`src/rtl/cs161_mc_pkg.sv`:
```
// Shared types, encodings and decode helpers for the cs161 multi-cycle datapath.
package cs161_mc_pkg;

  typedef enum logic [2:0] {
    S_FETCH,
    S_DECODE,
    S_EXEC,
    S_MEM,
    S_WB,
    S_HALT
  } state_t;

  typedef enum logic [2:0] {
    ALU_ADD,
    ALU_SUB,
    ALU_AND,
    ALU_OR,
    ALU_SLT
  } alu_op_t;

  localparam int unsigned OP_W = 6;
  localparam int unsigned IMM_W = 16;
  localparam int unsigned JTGT_W = 26;

  localparam logic [OP_W-1:0] OP_RTYPE = 6'h00;
  localparam logic [OP_W-1:0] OP_ADDI  = 6'h08;
  localparam logic [OP_W-1:0] OP_LW    = 6'h23;
  localparam logic [OP_W-1:0] OP_SW    = 6'h2B;
  localparam logic [OP_W-1:0] OP_BEQ   = 6'h04;
  localparam logic [OP_W-1:0] OP_J     = 6'h02;

  localparam logic [OP_W-1:0] FN_ADD = 6'h20;
  localparam logic [OP_W-1:0] FN_SUB = 6'h22;
  localparam logic [OP_W-1:0] FN_AND = 6'h24;
  localparam logic [OP_W-1:0] FN_OR  = 6'h25;
  localparam logic [OP_W-1:0] FN_SLT = 6'h2A;

  function automatic logic funct_supported(input logic [OP_W-1:0] fn);
    case (fn)
      FN_ADD, FN_SUB, FN_AND, FN_OR, FN_SLT: return 1'b1;
      default:                               return 1'b0;
    endcase
  endfunction

  function automatic logic instr_supported(input logic [OP_W-1:0] op,
                                           input logic [OP_W-1:0] fn);
    case (op)
      OP_RTYPE:                            return funct_supported(fn);
      OP_ADDI, OP_LW, OP_SW, OP_BEQ, OP_J: return 1'b1;
      default:                             return 1'b0;
    endcase
  endfunction

  // Non-R-type users of the ALU (addi, lw, sw) all need an add.
  function automatic alu_op_t alu_op_of(input logic [OP_W-1:0] op,
                                        input logic [OP_W-1:0] fn);
    if (op != OP_RTYPE) return ALU_ADD;
    case (fn)
      FN_SUB:  return ALU_SUB;
      FN_AND:  return ALU_AND;
      FN_OR:   return ALU_OR;
      FN_SLT:  return ALU_SLT;
      default: return ALU_ADD;
    endcase
  endfunction

endpackage

```
`src/rtl/cs161_regfile.sv`:
```
// Register file: two asynchronous read ports, one synchronous write port,
// synchronous clear, R0 hardwired to zero.
module cs161_regfile
  import cs161_mc_pkg::*;
#(
  parameter int unsigned WORD_SIZE = 32,
  parameter int unsigned NUM_REGS  = 32
) (
  input  logic                        clk,
  input  logic                        rst,
  input  logic [$clog2(NUM_REGS)-1:0] raddr1,
  input  logic [$clog2(NUM_REGS)-1:0] raddr2,
  output logic [WORD_SIZE-1:0]        rdata1,
  output logic [WORD_SIZE-1:0]        rdata2,
  input  logic                        we,
  input  logic [$clog2(NUM_REGS)-1:0] waddr,
  input  logic [WORD_SIZE-1:0]        wdata
);

  logic [WORD_SIZE-1:0] regs [NUM_REGS];

  // Writes to R0 are dropped so the read mux below never sees stale data there.
  always_ff @(posedge clk) begin
    if (rst) begin
      for (int i = 0; i < int'(NUM_REGS); i++) begin
        regs[i] <= '0;
      end
    end else if (we && (waddr != '0)) begin
      regs[waddr] <= wdata;
    end
  end

  assign rdata1 = (raddr1 == '0) ? '0 : regs[raddr1];
  assign rdata2 = (raddr2 == '0) ? '0 : regs[raddr2];

endmodule

```
`src/rtl/cs161_multicycle_datapath.sv`:
```
// Multi-cycle MIPS-I subset core: control FSM, holding registers and ALU,
// sharing one req/ack memory port between instruction fetch and data access.
module cs161_multicycle_datapath
  import cs161_mc_pkg::*;
#(
  parameter int unsigned          WORD_SIZE = 32,
  parameter int unsigned          NUM_REGS  = 32,
  parameter logic [WORD_SIZE-1:0] RESET_PC  = '0
) (
  input  logic                        clk,
  input  logic                        rst,
  output logic                        mem_req,
  output logic                        mem_we,
  output logic [WORD_SIZE-1:0]        mem_addr,
  output logic [WORD_SIZE-1:0]        mem_wdata,
  input  logic [WORD_SIZE-1:0]        mem_rdata,
  input  logic                        mem_ack,
  output logic [WORD_SIZE-1:0]        prog_count,
  output logic [5:0]                  instr_opcode,
  output logic                        reg_write_en,
  output logic [$clog2(NUM_REGS)-1:0] write_reg_addr,
  output logic [WORD_SIZE-1:0]        write_reg_data,
  output logic                        instr_done,
  output logic                        halted
);

  localparam int unsigned AW     = $clog2(NUM_REGS);
  localparam int unsigned INSN_W = 32;

  state_t               state;
  logic [WORD_SIZE-1:0] pc;
  logic [INSN_W-1:0]    ir;
  logic [WORD_SIZE-1:0] a;
  logic [WORD_SIZE-1:0] b;
  logic [WORD_SIZE-1:0] alu_out;
  logic [WORD_SIZE-1:0] mdr;
  logic                 halted_q;

  logic [OP_W-1:0]      op;
  logic [OP_W-1:0]      fn;
  logic [AW-1:0]        rs;
  logic [AW-1:0]        rt;
  logic [AW-1:0]        rd;
  logic [WORD_SIZE-1:0] simm;
  logic                 supported;
  alu_op_t              alu_op;
  logic [WORD_SIZE-1:0] alu_b;
  logic [WORD_SIZE-1:0] alu_result;
  logic [WORD_SIZE-1:0] rdata1;
  logic [WORD_SIZE-1:0] rdata2;

  // Instruction field decode from IR; register fields truncate to the file size.
  assign op        = ir[31:26];
  assign fn        = ir[5:0];
  assign rs        = ir[21 +: AW];
  assign rt        = ir[16 +: AW];
  assign rd        = ir[11 +: AW];
  assign simm      = {{(WORD_SIZE-IMM_W){ir[IMM_W-1]}}, ir[IMM_W-1:0]};
  assign supported = instr_supported(op, fn);
  assign alu_op    = alu_op_of(op, fn);

  always_comb begin
    alu_b      = (op == OP_RTYPE) ? b : simm;
    alu_result = '0;
    case (alu_op)
      ALU_ADD: alu_result = a + alu_b;
      ALU_SUB: alu_result = a - alu_b;
      ALU_AND: alu_result = a & alu_b;
      ALU_OR:  alu_result = a | alu_b;
      ALU_SLT: alu_result = WORD_SIZE'($signed(a) < $signed(alu_b));
      default: alu_result = a + alu_b;
    endcase
  end

  cs161_regfile #(
    .WORD_SIZE(WORD_SIZE),
    .NUM_REGS (NUM_REGS)
  ) u_regfile (
    .clk   (clk),
    .rst   (rst),
    .raddr1(rs),
    .raddr2(rt),
    .rdata1(rdata1),
    .rdata2(rdata2),
    .we    (reg_write_en),
    .waddr (write_reg_addr),
    .wdata (write_reg_data)
  );

  // Control FSM and holding registers.
  always_ff @(posedge clk) begin
    if (rst) begin
      state    <= S_FETCH;
      pc       <= RESET_PC;
      ir       <= '0;
      a        <= '0;
      b        <= '0;
      alu_out  <= '0;
      mdr      <= '0;
      halted_q <= 1'b0;
    end else begin
      case (state)
        S_FETCH: begin
          if (mem_ack) begin
            ir    <= mem_rdata[INSN_W-1:0];
            pc    <= pc + WORD_SIZE'(1);
            state <= S_DECODE;
          end
        end
        S_DECODE: begin
          a     <= rdata1;
          b     <= rdata2;
          state <= S_EXEC;
        end
        S_EXEC: begin
          if (!supported) begin
            halted_q <= 1'b1;
            state    <= S_HALT;
          end else begin
            case (op)
              OP_BEQ: begin
                // pc already points past the branch, so the offset is relative to PC+1.
                if (a == b) pc <= pc + simm;
                state <= S_FETCH;
              end
              OP_J: begin
                pc    <= {pc[WORD_SIZE-1:JTGT_W], ir[JTGT_W-1:0]};
                state <= S_FETCH;
              end
              OP_LW, OP_SW: begin
                alu_out <= alu_result;
                state   <= S_MEM;
              end
              default: begin
                alu_out <= alu_result;
                state   <= S_WB;
              end
            endcase
          end
        end
        S_MEM: begin
          if (mem_ack) begin
            if (op == OP_SW) begin
              state <= S_FETCH;
            end else begin
              mdr   <= mem_rdata;
              state <= S_WB;
            end
          end
        end
        S_WB: begin
          state <= S_FETCH;
        end
        S_HALT: begin
          state <= S_HALT;
        end
        default: begin
          state <= S_FETCH;
        end
      endcase
    end
  end

  // Memory port: driven straight from held registers so it stays stable across wait states.
  assign mem_req   = !rst && ((state == S_FETCH) || (state == S_MEM));
  assign mem_we    = mem_req && (state == S_MEM) && (op == OP_SW);
  assign mem_addr  = (state == S_MEM) ? alu_out : pc;
  assign mem_wdata = b;

  assign prog_count     = pc;
  assign instr_opcode   = ir[31:26];
  assign reg_write_en   = !rst && (state == S_WB);
  assign write_reg_addr = (op == OP_RTYPE) ? rd : rt;
  assign write_reg_data = (op == OP_LW) ? mdr : alu_out;
  assign halted         = halted_q;

  // Final cycle of each supported instruction.
  assign instr_done = !rst && ((state == S_WB) ||
                               ((state == S_MEM) && (op == OP_SW) && mem_ack) ||
                               ((state == S_EXEC) && supported &&
                                ((op == OP_BEQ) || (op == OP_J))));

endmodule

```
`config.mk`:
```
export PLATFORM = sky130hd
export DESIGN_NAME = cs161_multicycle_datapath
export DESIGN_NICKNAME = d
export VERILOG_FILES = /design/src/rtl/cs161_mc_pkg.sv /design/src/rtl/cs161_regfile.sv /design/src/rtl/cs161_multicycle_datapath.sv
export SDC_FILE = /design/constraint.sdc
export NUM_CORES = 2
export LEC_CHECK = 0
export BUFFER_PORTS_ARGS = -buffer_cell sky130_fd_sc_hd__clkbuf_2
export CELL_PAD_IN_SITES_DETAIL_PLACEMENT = 1
export CELL_PAD_IN_SITES_GLOBAL_PLACEMENT = 1
export CORE_AREA = 4 4 453 321
export DETAILED_ROUTE_END_ITERATION = 7
export DIE_AREA = 0 0 457 325
export PLACE_DENSITY = 0.87
export SLEW_MARGIN = 20
export SYNTH_ARGS = -nofsm -noshare
export SYNTH_HDL_FRONTEND = slang
export SYNTH_HIERARCHICAL = 1
export SYNTH_SLANG_ARGS = --single-unit
```
`constraint.sdc`:
```
create_clock -name clk -period 6.8 [get_ports clk]
set_input_delay 1.36 -clock clk [delete_from_list [all_inputs] [get_ports clk]]
set_output_delay 1.36 -clock clk [all_outputs]
set_load 0.02 [all_outputs]
```
==> flow_summary.yaml <==
status:
  status: "completed"
placed_design:
  portBuffers: 178
  dp_hpwl_um: 190000
  dp.cells: 7454
  place_congestion: 0.983
floorplan:
  dieArea_sq_um: 149000
  die_h_um: 325
  die_w_um: 457
  core_area_sq_um: 142000
  initial_core_util_pct: 49.5
  rows: 116
  ios: 179
critical_path:
  reg2reg_from: "ir[31]"
  endpoint_kind: "flip-flop"
  reg2reg_to: "alu_out[26]"
  critPathCapture: "alu_out[26]"
  cp.arrival_ns: 6.24
  crit_fanout: 39
  path_class: "reg2reg"
  worstSetupStartpointType: "flip-flop"
  worstSetupStartpoint: "ir[31]"
  cp.required_ns: 7.43
  r2r_setup_slack_ns: 1.18
  r2r_cells: 18
sta:
  max_slew_margin_pct: 12.1
  maxSlewViolCount: 0
  fin_crit_sh_pct: 82.6
  skew_ns: 0.0589
  rsz0062_at_grt: "no"
  setup_tns_ns: 0
  finalCriticalPeriod_ns: 5.62
  worst_slew_pin_slew_ns: 1.31
  setup_viol: 0
  fmax_mhz: 178
  hold_viol_final: 0
global_routing:
  grtUsageTotal_pct: 37.5
  first_global_vias: 55739
  grt_overflow: 0
  grt_pass1_wl_um: 406000
  grt_max_degree: 121
  grt_antenna_before_repair: 22
routing:
  wire_per_inst_um: 37.2
  drc_errors: 0
  antenna_left: 0
  dr.pass1.iters: 6
  vias: 55354
  dr.first_iter.drc_count: 9822
  wl_um: 286000
  vias_per_cell: 7.19
layout:
  instances_no_fill: 7694
  fillCellCount: 14270
  synthToLayoutAreaGrowth_pct: 9.19
  nets: 5854
  layout-drive-gt1-share_pct: 20.1
clock_tree:
  clkLatencyLatePin_ns: 0.81
  cts_setup_buffers: 0
  clkTransAtPathRegs_ns: 0.07
  htreeDepth: 3
  cts_resized: 0
  root_buffer: "clkbuf_16"
  clk_path_buf_depth: 3
  cts_made_buffers: 116
  holdBufCountCts: 0
  cts_sinks: 1220
  cts_tree: "yes"
power:
  ir_drop_mv: 0.284
  power.leakage_nw: 27.1
  powerDensity_nw_per_um2: 246
yosys:
  synth_commonest_cells: "1024 x edfxtp_1, 1001 x and2_1, 472 x mux4_2, 465 x nand2_1, 387 x clkbuf_1"
  netlist.area_leader.share_pct: 43.9
  ys.flop_type: "edfxtp_1"
  synth.most_common_cell: "edfxtp_1"
  synth.cell_area_sq_um: 70100
  synth_warnings: 6
  synth-edff-count: 1024
  synth-seq-cells: 1220
  yosysSeqAreaShare_pct: 49.5
  synthArstFlopShare_pct: 0
  yosys.cell_types.count: 87
  synth_top_area_cell: "edfxtp_1"
  netlist_top_cells_area: "edfxtp_1 44%, mux4_2 15%, and2_1 8.9%"
  syn_avg_cell_area_sq_um: 12.2
  synthCells: 5753
job:
  drv_cap: 0
hold_path:
  hold_path_class: "reg2reg"
## stage by stage
step	cell area [sq um]	power, mW	utilization [%]	hold WS [ns]	setup slack [ns]
2_1_floorplan	70200	10.6	-	0.433	1.88
3_3_place_gp	72400	11.6	51.2	0.438	1.45
3_5_place_dp	72400	11.8	51.2	0.447	1.33
4_1_cts	76400	18.7	54.0	0.455	1.25
5_1_grt	76500	19.2	54.1	0.475	0.850
6_report	76500	18.8	54.1	0.459	1.18
## how the worst min path moves through the flow
| stage | from | endpoint | slack, ns | cells after the start |
|---|---|---|---|---|
| 2_1_floorplan | mdr[0] | mdr[0] | 0.43 | 2 |
| 3_3_place_gp | mdr[24] | mdr[24] | 0.44 | 2 |
| 3_5_place_dp | mdr[3] | mdr[3] | 0.45 | 2 |
| 4_1_cts | mdr[3] | mdr[3] | 0.45 | 2 |
| 5_1_grt | mdr[2] | mdr[2] | 0.47 | 2 |
| 6_report | mdr[2] | mdr[2] | 0.46 | 2 |
## registers in the layout, indices dropped and copies added (netlist names)
| register | flops |
|---|---|
| alu_out | 32 |
| u_regfile/regs | 1024 |
| mem_wdata | 32 |
| prog_count | 32 |
| mdr | 32 |
| a | 32 |
| halted | 1 |
| ir | 32 |
| state | 3 |
## cell type report
| type | count | area (sq um) | area share (%) |
|---|---|---|---|
| Inverter | 122 | 458 | 0.598 |
| Tap cell | 1888 | 2360 | 3.09 |
| Clock inverter | 68 | 774 | 1.01 |
| Sequential cell | 1220 | 34700 | 45.3 |
| Multi-Input combinational cell | 3918 | 33000 | 43.1 |
| Timing Repair Buffer | 309 | 2020 | 2.64 |
| Clock buffer | 150 | 3190 | 4.16 |
| Antenna cell | 19 | 47.5 | 0.0621 |
## worst max-delay path: stages, from the launching register on
cell,delay [ns]
dfxtp_1,0.37
or4_1,0.70
nor3_2,0.24
buf_12,0.28
mux2_2,0.42
ha_1,0.23
inv_1,0.08
fa_1,0.23
nor2b_1,0.20
o21ai_1,0.15
a311oi_1,0.55
nor4b_1,0.11
buf_4,0.18
nor3_1,0.41
o32ai_1,0.28
o311ai_1,0.42
xnor2_1,0.12
a221oi_1,0.30
nor3_1,0.07
## layout by cell type, fill, tap and decap left out, types with 115 or more instances in the layout
master,instances
a21oi_1,290
mux2i_1,161
mux4_2,472
and2_1,1000
edfxtp_1,1024
clkbuf_16,119
buf_4,119
nand2_1,465
ha_1,129
clkbuf_2,178
o22ai_1,115
nor2_1,173
o21ai_0,127
dfxtp_1,187
inv_1,121
## cells by family after synthesis
group,synth area share [%]
simple gates,15.6
flops,49.5
compound gates,8.65
mux,18.8
buf+inv,4.00
fa+ha+maj,2.39
xor+xnor,1.10
other cells,0.00535
## power by group
| part | internal (mW) | switching [mW] |
|---|---|---|
| sequential | 8.35 | 0.378 |
| combinational | 1.12 | 1.98 |
| clock | 3.82 | 3.17 |
## layer usage
metal  global-route usage, %  share of wire, %  vias to the layer above
met1                    51.2                36                    27859
met3                    13.7                16                     1051
li1                        -                 -                    21287
met2                    53.9                42                     5153
met4                    16.7               5.3                        4
met5                       0             0.010                        -
Power figures use the tool's default switching activity.
